## src/rtl/dmem_arbiter_pkg.sv

```systemverilog
// Shared types and constants for the data-memory arbiter.
// Holds the arbiter FSM state enum, port identifiers and the burst-counter helper.
package dmem_arbiter_pkg;

   typedef enum logic [1:0] {
      RR        = 2'd0,
      EXT_BURST = 2'd1,
      YIELD     = 2'd2
   } arb_state_e;

   localparam logic PORT_CORE = 1'b0;
   localparam logic PORT_EXT  = 1'b1;

   localparam int CNT_W = 8;

   // Saturating increment: a held burst never wraps past its limit.
   function automatic logic [CNT_W-1:0] sat_inc(input logic [CNT_W-1:0] val,
                                                input logic [CNT_W-1:0] lim);
      if (val >= lim) begin
         return lim;
      end
      return val + 1'b1;
   endfunction

endpackage

```

## src/rtl/dmem_arbiter_if.sv

```systemverilog
// Bus bundle between the core/host requesters, the arbiter and the data SRAM.
// slave: arbiter view; master: environment (core, host, SRAM) view.
interface dmem_arbiter_if
   import dmem_arbiter_pkg::*;
#(
   parameter int DATA_W = 32,
   parameter int ADDR_W = 32
);

   logic              core_req;
   logic              core_wen;
   logic [ADDR_W-1:0] core_addr;
   logic [DATA_W-1:0] core_wdata;
   logic              core_gnt;
   logic              core_stall;
   logic [DATA_W-1:0] core_rdata;
   logic              core_rvalid;

   logic              ext_req;
   logic              ext_wen;
   logic              ext_lock;
   logic [ADDR_W-1:0] ext_addr;
   logic [DATA_W-1:0] ext_wdata;
   logic              ext_gnt;
   logic [DATA_W-1:0] ext_rdata;
   logic              ext_rvalid;

   logic [ADDR_W-1:0] mem_addr;
   logic [DATA_W-1:0] mem_wdata;
   logic              mem_wen;
   logic              mem_ren;
   logic [DATA_W-1:0] mem_rdata;

   modport slave (
      input  core_req, core_wen, core_addr, core_wdata,
      input  ext_req, ext_wen, ext_lock, ext_addr, ext_wdata,
      input  mem_rdata,
      output core_gnt, core_stall, core_rdata, core_rvalid,
      output ext_gnt, ext_rdata, ext_rvalid,
      output mem_addr, mem_wdata, mem_wen, mem_ren
   );

   modport master (
      output core_req, core_wen, core_addr, core_wdata,
      output ext_req, ext_wen, ext_lock, ext_addr, ext_wdata,
      output mem_rdata,
      input  core_gnt, core_stall, core_rdata, core_rvalid,
      input  ext_gnt, ext_rdata, ext_rvalid,
      input  mem_addr, mem_wdata, mem_wen, mem_ren
   );

endinterface

```

## src/rtl/dmem_arbiter_arb_rr2.sv

```systemverilog
// Two-input round-robin picker: on a conflict the port not granted most recently wins.
// last_gnt follows the final grant (which the parent may override), not this module's pick.
module arb_rr2
   import dmem_arbiter_pkg::*;
(
   input  logic clk,
   input  logic arst_n,
   input  logic req_core,
   input  logic req_ext,
   input  logic gnt_core,
   input  logic gnt_ext,
   output logic pick_core,
   output logic pick_ext
);

   logic last_gnt;

   // Reset to the host so the core wins the first conflict.
   always_ff @(posedge clk or negedge arst_n) begin
      if (!arst_n) begin
         last_gnt <= PORT_EXT;
      end else if (gnt_core) begin
         last_gnt <= PORT_CORE;
      end else if (gnt_ext) begin
         last_gnt <= PORT_EXT;
      end
   end

   always_comb begin
      pick_core = 1'b0;
      pick_ext  = 1'b0;
      if (req_core && req_ext) begin
         pick_core = (last_gnt == PORT_EXT);
         pick_ext  = (last_gnt == PORT_CORE);
      end else begin
         pick_core = req_core;
         pick_ext  = req_ext;
      end
   end

endmodule

```

## src/rtl/dmem_arbiter.sv

```systemverilog
// Single-port data SRAM arbiter between the core MEM stage and an external host,
// with locked host bursts bounded by MAX_BURST. Optional statistics: DMEM_ARB_STATS_EN.
module dmem_arbiter
   import dmem_arbiter_pkg::*;
#(
   parameter int DATA_W    = 32,
   parameter int ADDR_W    = 32,
   parameter int MAX_BURST = 8
) (
   input  logic        clk,
   input  logic        arst_n,
   dmem_arbiter_if.slave bus
`ifdef DMEM_ARB_STATS_EN
   ,
   output logic [31:0] conflict_cnt,
   output logic [31:0] stall_cnt
`endif
);

   localparam logic [CNT_W-1:0] BURST_LIM = CNT_W'(MAX_BURST);

   arb_state_e        state, state_next;
   logic [CNT_W-1:0]  cnt, cnt_next;
   logic              pick_core, pick_ext;
   logic              core_gnt, ext_gnt;
   logic              rd_core_p1, rd_ext_p1;
   logic [ADDR_W-1:0] addr_sel;
   logic [DATA_W-1:0] wdata_sel;

   arb_rr2 u_rr (
      .clk       (clk),
      .arst_n    (arst_n),
      .req_core  (bus.core_req),
      .req_ext   (bus.ext_req),
      .gnt_core  (core_gnt),
      .gnt_ext   (ext_gnt),
      .pick_core (pick_core),
      .pick_ext  (pick_ext)
   );

   always_ff @(posedge clk or negedge arst_n) begin
      if (!arst_n) begin
         state <= RR;
         cnt   <= '0;
      end else begin
         state <= state_next;
         cnt   <= cnt_next;
      end
   end

   always_comb begin
      state_next = state;
      cnt_next   = cnt;
      core_gnt   = 1'b0;
      ext_gnt    = 1'b0;
      case (state)
         RR: begin
            core_gnt = pick_core;
            ext_gnt  = pick_ext;
            cnt_next = '0;
            if (pick_ext && bus.ext_lock) begin
               cnt_next = CNT_W'(1);
               // A one-grant burst is already exhausted on entry.
               if ((BURST_LIM == CNT_W'(1)) && bus.core_req) begin
                  state_next = YIELD;
               end else begin
                  state_next = EXT_BURST;
               end
            end
         end
         EXT_BURST: begin
            ext_gnt  = bus.ext_req;
            core_gnt = bus.core_req && !bus.ext_req;
            if (bus.ext_req) begin
               cnt_next = sat_inc(cnt, BURST_LIM);
            end
            if (!bus.ext_lock || !bus.ext_req) begin
               state_next = RR;
               cnt_next   = '0;
            end else if ((cnt_next == BURST_LIM) && bus.core_req) begin
               state_next = YIELD;
            end
         end
         YIELD: begin
            core_gnt   = bus.core_req;
            state_next = RR;
            cnt_next   = '0;
         end
         default: begin
            state_next = RR;
            cnt_next   = '0;
         end
      endcase
      // Grants are combinational from requests, so they must be blocked while reset is held.
      if (!arst_n) begin
         core_gnt = 1'b0;
         ext_gnt  = 1'b0;
      end
   end

   always_comb begin
      addr_sel  = '0;
      wdata_sel = '0;
      if (core_gnt) begin
         addr_sel  = bus.core_addr;
         wdata_sel = bus.core_wdata;
      end else if (ext_gnt) begin
         addr_sel  = bus.ext_addr;
         wdata_sel = bus.ext_wdata;
      end
   end

   assign bus.core_gnt   = core_gnt;
   assign bus.ext_gnt    = ext_gnt;
   assign bus.core_stall = bus.core_req && !core_gnt;
   assign bus.mem_addr   = addr_sel;
   assign bus.mem_wdata  = wdata_sel;
   assign bus.mem_wen    = (core_gnt && bus.core_wen) || (ext_gnt && bus.ext_wen);
   assign bus.mem_ren    = (core_gnt && !bus.core_wen) || (ext_gnt && !bus.ext_wen);

   // Read-owner stage: SRAM data returns one cycle after mem_ren.
   always_ff @(posedge clk or negedge arst_n) begin
      if (!arst_n) begin
         rd_core_p1 <= 1'b0;
         rd_ext_p1  <= 1'b0;
      end else begin
         rd_core_p1 <= core_gnt && !bus.core_wen;
         rd_ext_p1  <= ext_gnt && !bus.ext_wen;
      end
   end

   assign bus.core_rvalid = rd_core_p1;
   assign bus.ext_rvalid  = rd_ext_p1;
   assign bus.core_rdata  = rd_core_p1 ? bus.mem_rdata : '0;
   assign bus.ext_rdata   = rd_ext_p1 ? bus.mem_rdata : '0;

`ifdef DMEM_ARB_STATS_EN
   always_ff @(posedge clk or negedge arst_n) begin
      if (!arst_n) begin
         conflict_cnt <= '0;
         stall_cnt    <= '0;
      end else begin
         if (bus.core_req && bus.ext_req) begin
            conflict_cnt <= conflict_cnt + 32'd1;
         end
         if (bus.core_stall) begin
            stall_cnt <= stall_cnt + 32'd1;
         end
      end
   end
`endif

endmodule

```

## src/flat_wrapper.sv

```systemverilog
// flat-port wrapper written by rule: the top's interface ports become plain ports
module dmem_arbiter_flat import dmem_arbiter_pkg::*;
#(
   parameter int DATA_W    = 32,
   parameter int ADDR_W    = 32,
   parameter int MAX_BURST = 8
)
  (clk, arst_n, bus_core_req, bus_core_wen, bus_core_addr, bus_core_wdata, bus_ext_req, bus_ext_wen, bus_ext_lock, bus_ext_addr, bus_ext_wdata, bus_mem_rdata, bus_core_gnt, bus_core_stall, bus_core_rdata, bus_core_rvalid, bus_ext_gnt, bus_ext_rdata, bus_ext_rvalid, bus_mem_addr, bus_mem_wdata, bus_mem_wen, bus_mem_ren);
  dmem_arbiter_if #(.DATA_W(DATA_W), .ADDR_W(ADDR_W)) bus_i ();
  input  logic clk;
  input  logic arst_n;
  input wire logic [$bits(bus_i.core_req)-1:0] bus_core_req;
  input wire logic [$bits(bus_i.core_wen)-1:0] bus_core_wen;
  input wire logic [$bits(bus_i.core_addr)-1:0] bus_core_addr;
  input wire logic [$bits(bus_i.core_wdata)-1:0] bus_core_wdata;
  input wire logic [$bits(bus_i.ext_req)-1:0] bus_ext_req;
  input wire logic [$bits(bus_i.ext_wen)-1:0] bus_ext_wen;
  input wire logic [$bits(bus_i.ext_lock)-1:0] bus_ext_lock;
  input wire logic [$bits(bus_i.ext_addr)-1:0] bus_ext_addr;
  input wire logic [$bits(bus_i.ext_wdata)-1:0] bus_ext_wdata;
  input wire logic [$bits(bus_i.mem_rdata)-1:0] bus_mem_rdata;
  output wire logic [$bits(bus_i.core_gnt)-1:0] bus_core_gnt;
  output wire logic [$bits(bus_i.core_stall)-1:0] bus_core_stall;
  output wire logic [$bits(bus_i.core_rdata)-1:0] bus_core_rdata;
  output wire logic [$bits(bus_i.core_rvalid)-1:0] bus_core_rvalid;
  output wire logic [$bits(bus_i.ext_gnt)-1:0] bus_ext_gnt;
  output wire logic [$bits(bus_i.ext_rdata)-1:0] bus_ext_rdata;
  output wire logic [$bits(bus_i.ext_rvalid)-1:0] bus_ext_rvalid;
  output wire logic [$bits(bus_i.mem_addr)-1:0] bus_mem_addr;
  output wire logic [$bits(bus_i.mem_wdata)-1:0] bus_mem_wdata;
  output wire logic [$bits(bus_i.mem_wen)-1:0] bus_mem_wen;
  output wire logic [$bits(bus_i.mem_ren)-1:0] bus_mem_ren;
  assign bus_i.core_req = bus_core_req;
  assign bus_i.core_wen = bus_core_wen;
  assign bus_i.core_addr = bus_core_addr;
  assign bus_i.core_wdata = bus_core_wdata;
  assign bus_i.ext_req = bus_ext_req;
  assign bus_i.ext_wen = bus_ext_wen;
  assign bus_i.ext_lock = bus_ext_lock;
  assign bus_i.ext_addr = bus_ext_addr;
  assign bus_i.ext_wdata = bus_ext_wdata;
  assign bus_i.mem_rdata = bus_mem_rdata;
  assign bus_core_gnt = bus_i.core_gnt;
  assign bus_core_stall = bus_i.core_stall;
  assign bus_core_rdata = bus_i.core_rdata;
  assign bus_core_rvalid = bus_i.core_rvalid;
  assign bus_ext_gnt = bus_i.ext_gnt;
  assign bus_ext_rdata = bus_i.ext_rdata;
  assign bus_ext_rvalid = bus_i.ext_rvalid;
  assign bus_mem_addr = bus_i.mem_addr;
  assign bus_mem_wdata = bus_i.mem_wdata;
  assign bus_mem_wen = bus_i.mem_wen;
  assign bus_mem_ren = bus_i.mem_ren;
  dmem_arbiter #(.DATA_W(DATA_W), .ADDR_W(ADDR_W), .MAX_BURST(MAX_BURST)) u_core (.clk(clk), .arst_n(arst_n), .bus(bus_i));
endmodule
```

## config.mk

```make
export PLATFORM = sky130hd
export DESIGN_NAME = dmem_arbiter_flat
export DESIGN_NICKNAME = d
export VERILOG_FILES = /design/src/rtl/dmem_arbiter_pkg.sv /design/src/rtl/dmem_arbiter_if.sv /design/src/rtl/dmem_arbiter_arb_rr2.sv /design/src/rtl/dmem_arbiter.sv /design/src/flat_wrapper.sv
export SDC_FILE = /design/constraint.sdc
export NUM_CORES = 1
export LEC_CHECK = 0
export CAP_MARGIN = 20
export CORE_AREA = 4 4 115 117
export DETAILED_ROUTE_END_ITERATION = 7
export DIE_AREA = 0 0 119 121
export GPL_TIMING_DRIVEN = 0
export PLACE_DENSITY = 0.69
export REMOVE_ABC_BUFFERS = 1
export SLEW_MARGIN = 30
export SYNTH_ARGS = -nofsm -noshare
export SYNTH_HDL_FRONTEND = slang
export SYNTH_SLANG_ARGS = --single-unit
```

## constraint.sdc

```tcl
create_clock -name clk -period 5.4 [get_ports clk]
set_clock_uncertainty 0.2 [all_clocks]
set_input_delay 1.35 -clock clk [delete_from_list [all_inputs] [get_ports clk]]
set_output_delay 1.35 -clock clk [all_outputs]
set_load 0.01 [all_outputs]
```

==> After elaboration in Yosys (flattened, before gate mapping) <==
Index checks and enable logic that the tools add are counted.
{ "totals": {"reg_bits": 13, "word_cells": 61} }
{ "classes": {"addsub": 1, "magnitude_cmp": 1, "n_eq_ne": 5, "n_mux": 28, "bitwise_logic": 1, "reduce_logical": 20} }
{ "op_table": {"columns": ["operator", "count"], "rows": [
  ["32-bit 2-to-1 mux", 6],
  ["8-bit 2-to-1 mux", 5],
  ["8-bit case mux with 2 select lines", 1],
  ["1-bit 2-to-1 mux", 10],
  ["1-bit logical AND", 9],
  ["8-bit by 1-bit adder with 8-bit output, second input constant", 1],
  ["8-bit by 4-bit equality test with 1-bit output, second input constant", 1],
  ["8-bit by 4-bit >= comparator with 1-bit output, second input constant", 1],
  ["2-bit 2-to-1 mux", 3],
  ["1-bit zero test", 5],
  ["2-bit case mux with 2 select lines", 1],
  ["1-bit logical OR", 3],
  ["3-bit by 1-bit inequality test with 1-bit output, second input constant", 1],
  ["1-bit case mux with 3 select lines", 1],
  ["2-bit by 1-bit equality test with 1-bit output, second input constant", 1],
  ["2-bit equality test, second input constant", 1],
  ["2-bit zero test", 1],
  ["2-bit by 1-bit inequality test with 1-bit output, second input constant", 1],
  ["1-bit case mux with 2 select lines", 1],
  ["2-bit AND reduction", 1],
  ["2-bit nonzero test", 1],
  ["1-bit inverter", 1]
]} }

==> Longest topological paths before layout <==
Gate-level depths: netlist of the first run.
{ "depth": {"ltp_word": 12, "mapped_depth": 7, "depth_no_buf": 7} }

==> Cells and area by module <==
A second synthesis of the first run with hierarchy kept.
{ "hier_totals": {"cells_unflattened": 217, "hier_area_um2": 1873.0} }
{ "modules_own_cells": {"columns": ["module", "instances", "cells_per_inst", "area_per_inst_um2", "seq_area_each_um2"], "rows": [
  ["dmem_arbiter", 1, 211, 1820.5, 300.3],
  ["arb_rr2", 1, 6, 52.6, 26.3]
]} }

==> Worst setup path before layout of the first run <==
No wires, ideal clock.
{ "synth_path": {"path_kind": "input-to-output", "startpoint": "input port bus_ext_req", "endpoint": "output port bus_mem_addr[0]", "arrival_ns": 2.304, "slack_ns": 1.546, "path_stages": 7, "path_buffers": 3, "cell_sequence": "buf_4 > inv_2 > nor3b_2 > o21a_2 > buf_6 > buf_6 > a22o_1"} }
{ "synth_via": {"elab_chain_cells": 6, "elab_cells_between_ends": 11, "cone_classes": "mux: 8; reduce/logical: 3"} }
{ "synth_lines": {"columns": ["element", "line", "source"], "rows": [
  ["start, declared", "flat_wrapper.sv:16", "input wire logic [$bits(bus_i.ext_req)-1:0] bus_ext_req;"],
  ["1-bit logical AND", "dmem_arbiter_arb_rr2.sv:32", "if (req_core && req_ext) begin"],
  ["1-bit 2-to-1 mux", "dmem_arbiter_arb_rr2.sv:32", null],
  ["1-bit case mux with 2 select lines", "dmem_arbiter.sv:56", "case (state)"],
  ["1-bit 2-to-1 mux", "dmem_arbiter.sv:95", "if (!arst_n) begin"],
  ["32-bit 2-to-1 mux", "dmem_arbiter.sv:107", "end else if (ext_gnt) begin"],
  ["32-bit 2-to-1 mux (*)", "dmem_arbiter.sv:104", "if (core_gnt) begin"],
  ["end, declared", "flat_wrapper.sv:29", "output wire logic [$bits(bus_i.mem_addr)-1:0] bus_mem_addr;"]
]} }
Mark *: on every way between the ends. The rest lies on a longest branch, timed or not.

==> Worst setup path in the final report of the first run <==
{ "layout_path": {"startpoint": "input port bus_ext_req", "endpoint": "output port bus_mem_ren"} }
{ "layout_via": {"elab_chain_cells": 6, "elab_cells_between_ends": 12, "cone_classes": "mux: 6; reduce/logical: 6"} }
{ "layout_lines": {"columns": ["element", "line", "source"], "rows": [
  ["1-bit logical AND / 1-bit zero test (equally long branches)", "dmem_arbiter_arb_rr2.sv:32, dmem_arbiter.sv:73", null],
  ["1-bit 2-to-1 mux / 1-bit logical AND (equally long branches)", "dmem_arbiter_arb_rr2.sv:32, dmem_arbiter.sv:73", null],
  ["1-bit case mux with 3 select lines / 1-bit case mux with 2 select lines (equally long branches)", "dmem_arbiter.sv:56", null],
  ["1-bit 2-to-1 mux", "dmem_arbiter.sv:95", null],
  ["1-bit logical AND", "dmem_arbiter.sv:119", "assign bus.mem_ren = (core_gnt && !bus.core_wen) || (ext_gnt && !bus.ext_wen);"],
  ["1-bit logical OR (*)", "dmem_arbiter.sv:119", null],
  ["end, declared", "flat_wrapper.sv:32", "output wire logic [$bits(bus_i.mem_ren)-1:0] bus_mem_ren;"]
]} }
Marks and branches as above.

==> tab_implementation.tex, run 1 <==
\begin{tabular}{lr}
\hline
Metric & Value \\
\hline
\multicolumn{2}{l}{\textbf{Outcome}} \\
Outcome & finished clean \\
\multicolumn{2}{l}{\textbf{Finish}} \\
Count of inserted antenna diode cells & 0 \\
Multi-input gate area in the final layout & 1370 µm² \\
Number of inserted filler cells in the final layout & 1252 \\
Register area & 327 µm² \\
Nets@finish & 678 \\
Share of layout cells above drive strength 1 & 2.76\% \\
Final Util & 40.7\% \\
Signed area change from the synthesized netlist to the final layout & 179\% \\
\multicolumn{2}{l}{\textbf{Clock network}} \\
Skew-Pair Late Insertion Delay & 0.24 ns \\
CTS max path bufs & 2 \\
Clock Root Buffer & clkbuf\_16 \\
Clock-pin transition on the worst setup and hold timing paths & 0.04 ns \\
Number of clock buffers inserted by TritonCTS & 3 \\
Clock sinks & 13 \\
Clock tree from TritonCTS & yes \\
H-tree lvl count & 1 \\
\multicolumn{2}{l}{\textbf{Setup path}} \\
Critical Path End Type & output pin \\
Reg-to-Reg Start & u\_core.cnt[0]\$\_DFF\_PN0\_ \\
Register-to-register setup slack & 3.47 ns \\
Type of origin of the critical path & input port \\
Critical path launch point & bus\_ext\_req \\
Buffers and inverters on the worst path & 3 \\
Required time at the worst-slack endpoint & 3.85 ns \\
Worst Reg-to-Reg Cells & 7 \\
Reg-to-reg critical path endpoint & u\_core.state[1]\$\_DFFE\_PN0P\_ \\
Critical path capture point & bus\_mem\_ren \\
Cell depth of the worst setup path & 7 \\
Path type of the worst setup path & input port to output pin \\
List of cells traversed by the critical path & dlygate4sd2\_1 -> inv\_2 -> nor3b\_4 -> o21a\_4 -> nor2b\_1 -> or2\_1 -> clkdlybuf4s50\_1 \\
Slowest Stage Delay on Critical Path & 0.54 ns \\
Max stage delay cell, worst path & clkdlybuf4s50\_1 \\
Crit path max fanout & 17 \\
Largest delay share family, worst path & buffers and inverters \\
Data arrival time of the worst path & 3.56 ns \\
\multicolumn{2}{l}{\textbf{Job}} \\
Max-cap check violation count & 0 \\
\multicolumn{2}{l}{\textbf{Routing}} \\
Sum of routed wire length over all layers & 11.8 mm \\
Detail-routed via count per cell & 4.24 \\
DRC errors left & 0 \\
Detailed-route wire length per cell & 17.4 µm \\
Final ANT Viol Nets & 0 \\
Count of vias placed by the detailed router & 2886 \\
Detailed Routing Iterations Pass 1 & 4 \\
Detailed router's first-iteration violation count & 103 \\
\multicolumn{2}{l}{\textbf{Yosys}} \\
Leading cell types by total area after synthesis & a22o\_1 (32\%), and2\_1 (22\%), dfrtp\_1 (17\%) \\
Syn Area/Cell & 8.24 µm² \\
Gate count after technology mapping & 219 \\
Most numerous cell in the Yosys netlist & a22o\_1 \\
Count of flip-flops with a built-in enable after synthesis & 0 \\
Number of unique standard cell types used by synthesis & 37 \\
YS warnings & 0 \\
Sequential-to-total area share from yosys stat & 18.1\% \\
Area of the mapped netlist & 1800 µm² \\
Share of async-settable or async-resettable flops after synthesis & 100\% \\
Area share of the leading cell type in the synthesized netlist & 31.6\% \\
Post-synthesis sequential element count & 13 \\
Cell accounting for the most synthesized area & a22o\_1 \\
Post-synth top cells & a22o\_1 (65), and2\_1 (64), dfrtp\_1 (12) \\
Primary FF master, synth & dfrtp\_1 \\
\multicolumn{2}{l}{\textbf{Place}} \\
Routability congestion estimate & 0.846 \\
Half-perimeter wire length after detailed placement & 9.62 mm \\
Input/output buffers & 301 \\
\multicolumn{2}{l}{\textbf{Power and ir drop}} \\
Fraction of power consumed by sequential logic & 18.4\% \\
Fraction of power spent switching nets & 28.6\% \\
Power density cells & 124 nW/µm² \\
Clk network pwr share & 21.9\% \\
Worst IR Drop VDD & 0.0989 mV \\
Design Power & 0.000621 W \\
Lkg Pwr & 1.92 nW \\
Net Sw Power & 0.000177 W \\
Cell internal pwr & 0.000444 W \\
Comb pwr share & 59.7\% \\
\multicolumn{2}{l}{\textbf{GRT}} \\
Total global-route track usage & 14.8\% \\
Vias in the first global route & 2941 \\
Residual overflow from global routing & 0 \\
Largest net degree at the start of global routing & 54 \\
Global-route wire length before repair & 16.8 mm \\
Number of antenna violations at the first check in global routing & 0 \\
\multicolumn{2}{l}{\textbf{Timing}} \\
Achievable clock frequency & 196 MHz \\
Period utilisation layout & 94.6\% \\
Final-report max-slew violation count & 0 \\
Minimum period implied by the final worst setup slack & 5.11 ns \\
Setup repair after global routing missed its margin & no \\
Final Hold Slack & 0.318 ns \\
Slew of the pin with the lowest slew margin & 0.733 ns \\
Remaining max-slew budget at the tightest pin & 51.1\% \\
Final count of hold timing violations & 0 \\
Number of setup violations in the final report & 0 \\
Summed negative setup slack over all endpoints & 0 ns \\
\multicolumn{2}{l}{\textbf{Die}} \\
DIE AREA & 14400 µm² \\
Count of pins on the block boundary & 302 \\
Number of rows in the core area & 41 \\
Die Height & 121 µm \\
Core ar. & 12400 µm² \\
Initial standard-cell utilization of the core & 14.6\% \\
Die X-Extent & 119 µm \\
\multicolumn{2}{l}{\textbf{Hold path}} \\
HP Class & flip-flop to flip-flop \\
\hline
\end{tabular}
[registers in the layout, summed over array words and instances (netlist names)]
name	cells
u_core.u_rr.last_gnt	1
u_core.state	2
u_core.bus.ext_rvalid	1
u_core.bus.core_rvalid	1
u_core.cnt	8
[worst min-delay path by stage]
stage / from / endpoint / slack [ns] / depth (start not counted)
finish: u_core.u_rr.last_gnt$_DFFE_PN1P_ / u_core.u_rr.last_gnt$_DFFE_PN1P_ / 0.32 / 2
global route: u_core.u_rr.last_gnt$_DFFE_PN1P_ / u_core.u_rr.last_gnt$_DFFE_PN1P_ / 0.35 / 2
CTS: u_core.u_rr.last_gnt$_DFFE_PN1P_ / u_core.u_rr.last_gnt$_DFFE_PN1P_ / 0.32 / 2
detailed placement: u_core.u_rr.last_gnt$_DFFE_PN1P_ / u_core.u_rr.last_gnt$_DFFE_PN1P_ / 0.31 / 2
global placement: u_core.u_rr.last_gnt$_DFFE_PN1P_ / u_core.u_rr.last_gnt$_DFFE_PN1P_ / 0.32 / 2
floorplan: u_core.u_rr.last_gnt$_DFFE_PN1P_ / u_core.u_rr.last_gnt$_DFFE_PN1P_ / 0.29 / 2
[cells in the final DEF (no fill, tap or decap), drive strengths merged, types with 4 or more instances in the layout]
cell type      Yosys  final
clkdlybuf4s50      0    299
dfrtp             12     12
a22o              65     65
clkbuf             6      5
and2              65     65
conb               1      4
nand2              4      4
nor2               9      9
[metrics by stage]
step	area (µm²)	instances	setup WS, ns
global placement	4890	673	-1.30
CTS	5030	680	0.0239
floorplan	1660	200	0.626
finish	5030	680	0.293
detailed placement	4920	674	-0.359
global route	5030	680	0.144
[repair_timing]
| action | CTS | global route |
|---|---|---|
| hold buffers | 0 | 0 |
| endpoints found under the setup margin | 67 | 27 |
| setup buffers | 0 | 0 |
| resized for setup | 5 | 2 |
| gates cloned | 2 | 0 |
| pin swaps | 1 | 0 |
[power groups by stage]
stage | clock (W) | combinational (W) | sequential (W)
2_1_floorplan | 0 | 0.000106 | 0.000112
3_3_place_gp | 0 | 0.000360 | 0.000114
3_5_place_dp | 0 | 0.000366 | 0.000115
4_1_cts | 0.000141 | 0.000375 | 0.000115
5_1_grt | 0.000147 | 0.000394 | 0.000116
6_report | 0.000136 | 0.000371 | 0.000114
[routing by layer]
layer	up-vias	part of all wire [%]	GRT usage, %
li1	1388	-	-
met1	1278	39	17.6
met2	212	50	26.6
met3	8	11	5.03
met4	0	0.85	1.81
met5	-	0	0
[worst min-delay path: stages, from the launching register on]
cell     delay (ns)
dfstp_2        0.38
nor2_1         0.10
nor2_1         0.04
[kinds of logic (layout without fill, tap and decap cells)]
| logic type | Yosys count | after routing | share of synthesized area (%) |
|---|---|---|---|
| AOI/OAI and AO/OA | 81 | 83 | 37.7 |
| xor gates and xnor gates | 2 | 2 | 0.971 |
| adders and majority gates | 2 | 2 | 1.39 |
| buffers and inverters | 25 | 309 | 9.22 |
| DFF | 13 | 13 | 18.1 |
| other | 1 | 4 | 0.208 |
| and+or+nand+nor | 95 | 95 | 32.4 |
[cell type report]
class / instances / share of cell area [%]
repair buffers: 302 / 60.2
multi-input cells: 186 / 27.2
flip-flops and latches: 13 / 6.49
well taps: 172 / 4.28
clock buffers: 4 / 1.57
inverters: 3 / 0.224
Power figures use the tool's default switching activity.
==> run 2, diff against run 1 <==
--- a/config.mk
+++ b/config.mk
@@ -7,9 +7,9 @@
 export LEC_CHECK = 0
 export CAP_MARGIN = 20
 export CORE_AREA = 4 4 115 117
+export CTS_BUF_LIST = sky130_fd_sc_hd__clkbuf_4
 export DETAILED_ROUTE_END_ITERATION = 7
 export DIE_AREA = 0 0 119 121
-export GPL_TIMING_DRIVEN = 0
 export PLACE_DENSITY = 0.69
 export REMOVE_ABC_BUFFERS = 1
 export SLEW_MARGIN = 30
==> run 2 against run 1 <==
Effect of this change: routed wire length decreased by 4.7%; hold slack better by 0.011 ns; combinational power barely moved; register-to-register slack better by 0.04 ns; highest routed layer unchanged; flip-flop and latch count unchanged; clock-buffer cell count stayed put; maximum frequency rose by 2.4%; non-clock buffer count up 5; total power fell by 12%; critical path depth increased by 1; setup slack gained 0.12 ns.
==> tab_implementation.tex, run 2 (synthesis gave the netlist of run 1 again) <==
\begin{tabular}{lr}
\hline
Metric & Value \\
\hline
\multicolumn{2}{l}{\textbf{Setup path}} \\
Data arrival time of the worst path & 3.44 ns (was 3.56 ns) \\
Largest delay share family, worst path & buffers and inverters (unchanged) \\
Required time at the worst-slack endpoint & 3.85 ns (about the same) \\
Type of origin of the critical path & input port (unchanged) \\
Critical path launch point & bus\_ext\_req (unchanged) \\
Most used cell, CP & clkdlybuf4s50\_1 \\
Buffers and inverters on the worst path & 4 (was 3) \\
Path type of the worst setup path & input port to output pin (unchanged) \\
Crit path max fanout & 67 (was 17) \\
Max stage delay cell, worst path & clkdlybuf4s50\_1 (unchanged) \\
List of cells traversed by the critical path & clkdlybuf4s50\_1 -> inv\_2 -> nor3b\_2 -> o21a\_2 -> buf\_12 -> nor2b\_1 -> or2\_1 -> clkdlybuf4s50\_1 (was dlygate4sd2\_1 -> inv\_2 -> nor3b\_4 -> o21a\_4 -> nor2b\_1 -> or2\_1 -> clkdlybuf4s50\_1) \\
Critical Path End Type & output pin (unchanged) \\
Reg-to-Reg Start & u\_core.cnt[0]\$\_DFF\_PN0\_ (unchanged) \\
Slowest Stage Delay on Critical Path & 0.54 ns (about the same) \\
\multicolumn{2}{l}{\textbf{Timing}} \\
Summed negative setup slack over all endpoints & 0 ns (unchanged) \\
Remaining max-slew budget at the tightest pin & 50.9\% (was 51.1\%) \\
Number of setup violations in the final report & 0 (unchanged) \\
Minimum period implied by the final worst setup slack & 4.99 ns (was 5.11 ns) \\
Final-report max-slew violation count & 0 (unchanged) \\
Final count of hold timing violations & 0 (unchanged) \\
Achievable clock frequency & 200 MHz (was 196 MHz) \\
Setup repair after global routing missed its margin & no (unchanged) \\
Period utilisation layout & 92.4\% (was 94.6\%) \\
Slew of the pin with the lowest slew margin & 0.737 ns (was 0.733 ns) \\
\multicolumn{2}{l}{\textbf{GRT}} \\
Global-route wire length before repair & 16.2 mm (was 16.8 mm) \\
Total global-route track usage & 13.9\% (was 14.8\%) \\
Vias in the first global route & 2996 (was 2941) \\
Number of antenna violations at the first check in global routing & 0 (unchanged) \\
Residual overflow from global routing & 0 (unchanged) \\
Largest net degree at the start of global routing & 68 (was 54) \\
\multicolumn{2}{l}{\textbf{Clock network}} \\
H-tree lvl count & 1 (unchanged) \\
Number of buffers inserted for hold repair after clock tree synthesis & 0 (unchanged) \\
Post-cts sizing count & 0 (was 5) \\
CTS max path bufs & 2 (unchanged) \\
Clock tree from TritonCTS & yes (unchanged) \\
Number of clock buffers inserted by TritonCTS & 3 (unchanged) \\
Clock-pin transition on the worst setup and hold timing paths & 0.07 ns (was 0.04 ns) \\
Clock sinks & 13 (unchanged) \\
Skew-Pair Late Insertion Delay & 0.27 ns (was 0.24 ns) \\
Clock Root Buffer & clkbuf\_4 (was clkbuf\_16) \\
Setup bufs post-CTS & 0 (unchanged) \\
\multicolumn{2}{l}{\textbf{Finish}} \\
Commonest cells after routing, fill and taps aside & clkdlybuf4s50\_1 (301), a22o\_1 (65), and2\_1 (64), dfrtp\_1 (12), nor2\_1 (9) (was clkdlybuf4s50\_1 (299), a22o\_1 (65), and2\_1 (64), dfrtp\_1 (12), nor2\_1 (9)) \\
Largest regs & u\_core.cnt (8), u\_core.state (2) (unchanged) \\
Total non-filler cell area in the finished layout & 4990 µm² (was 5030 µm²) \\
Most common cell after layout, fill and taps aside & clkdlybuf4s50\_1 (unchanged) \\
Register bank with the most flops & u\_core.cnt (unchanged) \\
Nets@finish & 681 (was 678) \\
Count of inserted antenna diode cells & 0 (unchanged) \\
Largest register FFs & 8 (unchanged) \\
Share of layout cells above drive strength 1 & 3.33\% (was 2.76\%) \\
Signed area change from the synthesized netlist to the final layout & 177\% (was 179\%) \\
\multicolumn{2}{l}{\textbf{Routing}} \\
DRC errors left & 0 (unchanged) \\
Count of vias placed by the detailed router & 2943 (was 2886) \\
Detailed-route wire length per cell & 16.5 µm (was 17.4 µm) \\
Sum of routed wire length over all layers & 11.3 mm (was 11.8 mm) \\
Detail-routed via count per cell & 4.31 (was 4.24) \\
Met3 wire len & 1.20 mm (was 1.27 mm) \\
Highest metal layer with signal wires & met4 (unchanged) \\
Detailed router's first-iteration violation count & 93 (was 103) \\
Wire length on met2 & 5.45 mm (was 5.89 mm) \\
Final ANT Viol Nets & 0 (unchanged) \\
Detailed Routing Iterations Pass 1 & 4 (unchanged) \\
Met1 routed wirelength after detailed routing & 4.45 mm (was 4.56 mm) \\
\multicolumn{2}{l}{\textbf{Die}} \\
DIE AREA & 14400 µm² (unchanged) \\
Count of pins on the block boundary & 302 (unchanged) \\
Initial standard-cell utilization of the core & 14.6\% (unchanged) \\
Die Height & 121 µm (unchanged) \\
Die X-Extent & 119 µm (unchanged) \\
Number of rows in the core area & 41 (unchanged) \\
Core ar. & 12400 µm² (unchanged) \\
\multicolumn{2}{l}{\textbf{Power and ir drop}} \\
Clk network pwr share & 11.7\% (was 21.9\%) \\
Lkg Pwr & 1.91 nW (was 1.92 nW) \\
Fraction of power spent switching nets & 30.3\% (was 28.6\%) \\
Comb pwr share & 67.7\% (was 59.7\%) \\
Cell internal pwr & 0.000380 W (was 0.000444 W) \\
Power density cells & 109 nW/µm² (was 124 nW/µm²) \\
Worst IR Drop VDD & 0.0473 mV (was 0.0989 mV) \\
Fraction of power consumed by sequential logic & 20.7\% (was 18.4\%) \\
Net Sw Power & 0.000165 W (was 0.000177 W) \\
\multicolumn{2}{l}{\textbf{Place}} \\
Post-Place Cell Area & 4960 µm² (was 4920 µm²) \\
Routability congestion estimate & 0.827 (was 0.846) \\
Input/output buffers & 301 (unchanged) \\
Half-perimeter wire length after detailed placement & 9.79 mm (was 9.62 mm) \\
\multicolumn{2}{l}{\textbf{Job}} \\
Max-cap check violation count & 0 (unchanged) \\
\multicolumn{2}{l}{\textbf{Hold path}} \\
Worst hold path startpoint & u\_core.u\_rr.last\_gnt\$\_DFFE\_PN1P\_ (unchanged) \\
HP Class & flip-flop to flip-flop (unchanged) \\
\multicolumn{2}{l}{\textbf{Outcome}} \\
Outcome & finished clean (unchanged) \\
\hline
\end{tabular}
run 2: layout make-up:
class / count / area (µm²)
Fill cell: 1236 / 7370
Timing Repair Buffer: 307 / 3080
Multi-Input combinational cell: 184 / 1320
Sequential cell: 13 / 327
Tap cell: 172 / 215
Clock buffer: 4 / 30.0
Inverter: 3 / 11.3
run 2: power groups by stage:
stage                     clock [W]  combinational [W]  sequential, W
after global placement            0           0.000367       0.000114
after global routing      0.0000727           0.000390       0.000114
final                     0.0000635           0.000369       0.000113
after floorplan                   0           0.000106       0.000112
after detailed placement          0           0.000370       0.000114
after CTS                 0.0000676           0.000372       0.000113
run 2: worst min-delay path, stage by stage, from the launching register on:
cell and delay, ns:
dfstp_2 0.39, nor2_1 0.10, nor2_1 0.04
run 2: path summary, 6_finish.rpt:
kind	to	slack [ns]	depth (start not counted)
setup / recovery	bus_mem_ren	0.41	8
hold / removal	u_core.u_rr.last_gnt$_DFFE_PN1P_	0.33	2
setup reg to reg	u_core.state[1]$_DFFE_PN0P_	3.51	7
hold reg to reg	u_core.u_rr.last_gnt$_DFFE_PN1P_	0.33	2
max in group asynchronous	u_core.u_rr.last_gnt$_DFFE_PN1P_	3.59	2
min in group asynchronous	u_core.cnt[0]$_DFF_PN0_	1.21	2
run 2: layer usage:
metal  global-route usage (%)  vias up
li1                         -     1394
met5                        0        -
met2                     24.1      206
met1                     17.1     1333
met4                     2.17        0
met3                     4.76       10
run 2: stage by stage:
stage	instances	utilization [%]	hold slack [ns]	setup WS [ns]	power (W)
after floorplan	200	-	0.294	0.626	0.000218
after global placement	679	40.1	0.351	0.422	0.000481
after detailed placement	679	40.1	0.325	0.358	0.000485
final	683	40.4	0.329	0.411	0.000545
after CTS	683	40.4	0.335	0.356	0.000553
after global routing	683	40.4	0.363	0.262	0.000577
==> run 3, diff against run 2 <==
==> constraint.sdc (replaced) <==
create_clock -name clk -period 6 [get_ports clk]
set_clock_uncertainty 0.2 [all_clocks]
set_input_delay 1.5 -clock clk [delete_from_list [all_inputs] [get_ports clk]]
set_output_delay 1.5 -clock clk [all_outputs]
set_load 0.01 [all_outputs]
==> run 3 against run 2 <==
Effect of this change: non-clock buffer count is 3 lower; combinational power is 11% lower; design area is 0.45% lower; total power is 11% lower; critical path depth is 1 lower; clock-buffer cell count stayed put; flip-flop and latch count stayed put; routed wire length is 0.49% lower; setup slack better by 0.068 ns; die area stayed put.
==> tab_implementation.tex, run 3 (synthesis gave the netlist of run 1 again) <==
\begin{tabular}{lr}
\hline
Metric & Value \\
\hline
\multicolumn{2}{l}{\textbf{Job}} \\
Max-cap check violation count & 0 (unchanged) \\
\multicolumn{2}{l}{\textbf{Timing}} \\
Final Hold Slack & 0.322 ns (was 0.329 ns) \\
Summed negative setup slack over all endpoints & 0 ns (unchanged) \\
Final count of hold timing violations & 0 (unchanged) \\
Slew of the pin with the lowest slew margin & 0.756 ns (was 0.737 ns) \\
Achievable clock frequency & 181 MHz \\
Period utilisation layout & 92.0\% \\
Setup repair after global routing missed its margin & no (unchanged) \\
Final-report max-slew violation count & 0 (unchanged) \\
Number of setup violations in the final report & 0 (unchanged) \\
Remaining max-slew budget at the tightest pin & 49.6\% (was 50.9\%) \\
Minimum period implied by the final worst setup slack & 5.52 ns \\
\multicolumn{2}{l}{\textbf{Setup path}} \\
Crit path max fanout & 65 (was 67) \\
Type of origin of the critical path & input port (unchanged) \\
Reg-to-Reg Start & u\_core.cnt[0]\$\_DFF\_PN0\_ (unchanged) \\
Data arrival time of the worst path & 3.82 ns (was 3.44 ns) \\
Critical Path End Type & output pin (unchanged) \\
Register-to-register setup slack & 4.01 ns (was 3.51 ns) \\
Path type of the worst setup path & input port to output pin (unchanged) \\
Required time at the worst-slack endpoint & 4.30 ns (was 3.85 ns) \\
Reg-to-reg critical path endpoint & u\_core.state[0]\$\_DFFE\_PN0P\_ (was u\_core.state[1]\$\_DFFE\_PN0P\_) \\
Worst Reg-to-Reg Cells & 7 (unchanged) \\
\multicolumn{2}{l}{\textbf{Clock network}} \\
Skew-Pair Late Insertion Delay & 0.27 ns (about the same) \\
Clock sinks & 13 (unchanged) \\
Clock-pin transition on the worst setup and hold timing paths & 0.07 ns (about the same) \\
CTS max path bufs & 2 (unchanged) \\
Clock tree from TritonCTS & yes (unchanged) \\
Number of clock buffers inserted by TritonCTS & 3 (unchanged) \\
Setup bufs post-CTS & 0 (unchanged) \\
H-tree lvl count & 1 (unchanged) \\
Clock Root Buffer & clkbuf\_4 (unchanged) \\
Post-cts sizing count & 0 (unchanged) \\
Number of buffers inserted for hold repair after clock tree synthesis & 0 (unchanged) \\
\multicolumn{2}{l}{\textbf{GRT}} \\
Residual overflow from global routing & 0 (unchanged) \\
Largest net degree at the start of global routing & 66 (was 68) \\
Number of antenna violations at the first check in global routing & 0 (unchanged) \\
Total global-route track usage & 13.9\% (about the same) \\
Vias in the first global route & 2988 (was 2996) \\
Global-route wire length before repair & 16.0 mm (was 16.2 mm) \\
\multicolumn{2}{l}{\textbf{Die}} \\
Core ar. & 12400 µm² (unchanged) \\
Number of rows in the core area & 41 (unchanged) \\
Die Height & 121 µm (unchanged) \\
Initial standard-cell utilization of the core & 14.6\% (unchanged) \\
DIE AREA & 14400 µm² (unchanged) \\
Die X-Extent & 119 µm (unchanged) \\
Count of pins on the block boundary & 302 (unchanged) \\
\multicolumn{2}{l}{\textbf{Power and ir drop}} \\
Lkg Pwr & 1.90 nW (was 1.91 nW) \\
Worst IR Drop VDD & 0.0485 mV (was 0.0473 mV) \\
Power density cells & 98.0 nW/µm² (was 109 nW/µm²) \\
\multicolumn{2}{l}{\textbf{Finish}} \\
Count of inserted antenna diode cells & 0 (unchanged) \\
Largest regs & u\_core.cnt (8), u\_core.state (2) (unchanged) \\
Number of inserted filler cells in the final layout & 1237 (was 1236) \\
Signed area change from the synthesized netlist to the final layout & 175\% (was 177\%) \\
Largest register FFs & 8 (unchanged) \\
Final Util & 40.2\% (was 40.4\%) \\
Commonest cells after routing, fill and taps aside & clkdlybuf4s50\_1 (301), a22o\_1 (65), and2\_1 (64), dfrtp\_1 (12), nor2\_1 (9) (unchanged) \\
Register bank with the most flops & u\_core.cnt (unchanged) \\
Nets@finish & 678 (was 681) \\
Most common cell after layout, fill and taps aside & clkdlybuf4s50\_1 (unchanged) \\
Share of layout cells above drive strength 1 & 2.76\% (was 3.33\%) \\
\multicolumn{2}{l}{\textbf{Outcome}} \\
Outcome & finished clean (unchanged) \\
\multicolumn{2}{l}{\textbf{Hold path}} \\
Worst Hold Endpoint & u\_core.u\_rr.last\_gnt\$\_DFFE\_PN1P\_ (unchanged) \\
Worst hold path startpoint & u\_core.u\_rr.last\_gnt\$\_DFFE\_PN1P\_ (unchanged) \\
Number of cells traversed by the worst hold path & 2 (unchanged) \\
HP Class & flip-flop to flip-flop (unchanged) \\
\multicolumn{2}{l}{\textbf{Place}} \\
Half-perimeter wire length after detailed placement & 9.85 mm (was 9.79 mm) \\
Routability congestion estimate & 0.989 (was 0.827) \\
Input/output buffers & 301 (unchanged) \\
\multicolumn{2}{l}{\textbf{Routing}} \\
Sum of routed wire length over all layers & 11.2 mm (was 11.3 mm) \\
Final ANT Viol Nets & 0 (unchanged) \\
Count of vias placed by the detailed router & 2903 (was 2943) \\
Detailed-route wire length per cell & 16.5 µm (about the same) \\
Detail-routed via count per cell & 4.27 (was 4.31) \\
DRC errors left & 0 (unchanged) \\
Detailed Routing Iterations Pass 1 & 4 (unchanged) \\
Detailed router's first-iteration violation count & 120 (was 93) \\
\hline
\end{tabular}
## run 3: routing by layer
layer | wire length, µm | up-vias | track usage, % | part of all wire (%)
li1 | - | 1388 | - | -
met1 | 4410 | 1268 | 16.5 | 39
met2 | 5250 | 235 | 23.9 | 47
met3 | 1380 | 12 | 5.92 | 12
met4 | 160 | 0 | 2.03 | 1.4
met5 | 0 | - | 0 | 0
## run 3: worst max-delay path by stage
stage           startpoint  cells past startpoint                 to  slack [ns]
4_1_cts        bus_ext_req                      6   bus_mem_addr[25]        0.53
5_1_grt        bus_ext_req                      6  bus_mem_wdata[12]        0.37
3_5_place_dp   bus_ext_req                      7  bus_mem_wdata[20]        0.52
3_3_place_gp   bus_ext_req                      6    bus_mem_addr[6]        0.55
6_report       bus_ext_req                      7    bus_mem_addr[6]        0.48
2_1_floorplan  bus_ext_req                      4        bus_mem_ren        0.93
## run 3: metrics by stage
| stage | area (µm²) | cells | total power [W] | setup slack, ns |
|---|---|---|---|---|
| after detailed placement | 4940 | 676 | 0.000433 | 0.520 |
| after global routing | 4970 | 680 | 0.000517 | 0.374 |
| after floorplan | 1660 | 200 | 0.000197 | 0.926 |
| after CTS | 4970 | 680 | 0.000492 | 0.527 |
| final | 4970 | 680 | 0.000487 | 0.478 |
| after global placement | 4940 | 676 | 0.000430 | 0.553 |
## run 3: worst max-delay path: stages
cell and delay [ns]:
clkdlybuf4s50_1 0.68, inv_2 0.09, nor3b_2 0.24, o21a_2 0.21, buf_12 0.25, a22o_1 0.23, clkdlybuf4s50_1 0.56
## run 3: report_power, final
part           internal, W  switching [W]
Sequential       0.0000928     0.00000843
Combinational     0.000217       0.000112
Clock            0.0000303      0.0000258
## run 3: layout make-up
| cell class | count | area [µm²] | area share, % |
|---|---|---|---|
| Multi-Input combinational cell | 184 | 1320 | 26.6 |
| Sequential cell | 13 | 327 | 6.57 |
| Clock buffer | 4 | 30.0 | 0.605 |
| Tap cell | 172 | 215 | 4.33 |
| Inverter | 3 | 11.3 | 0.227 |
| Timing Repair Buffer | 304 | 3060 | 61.6 |
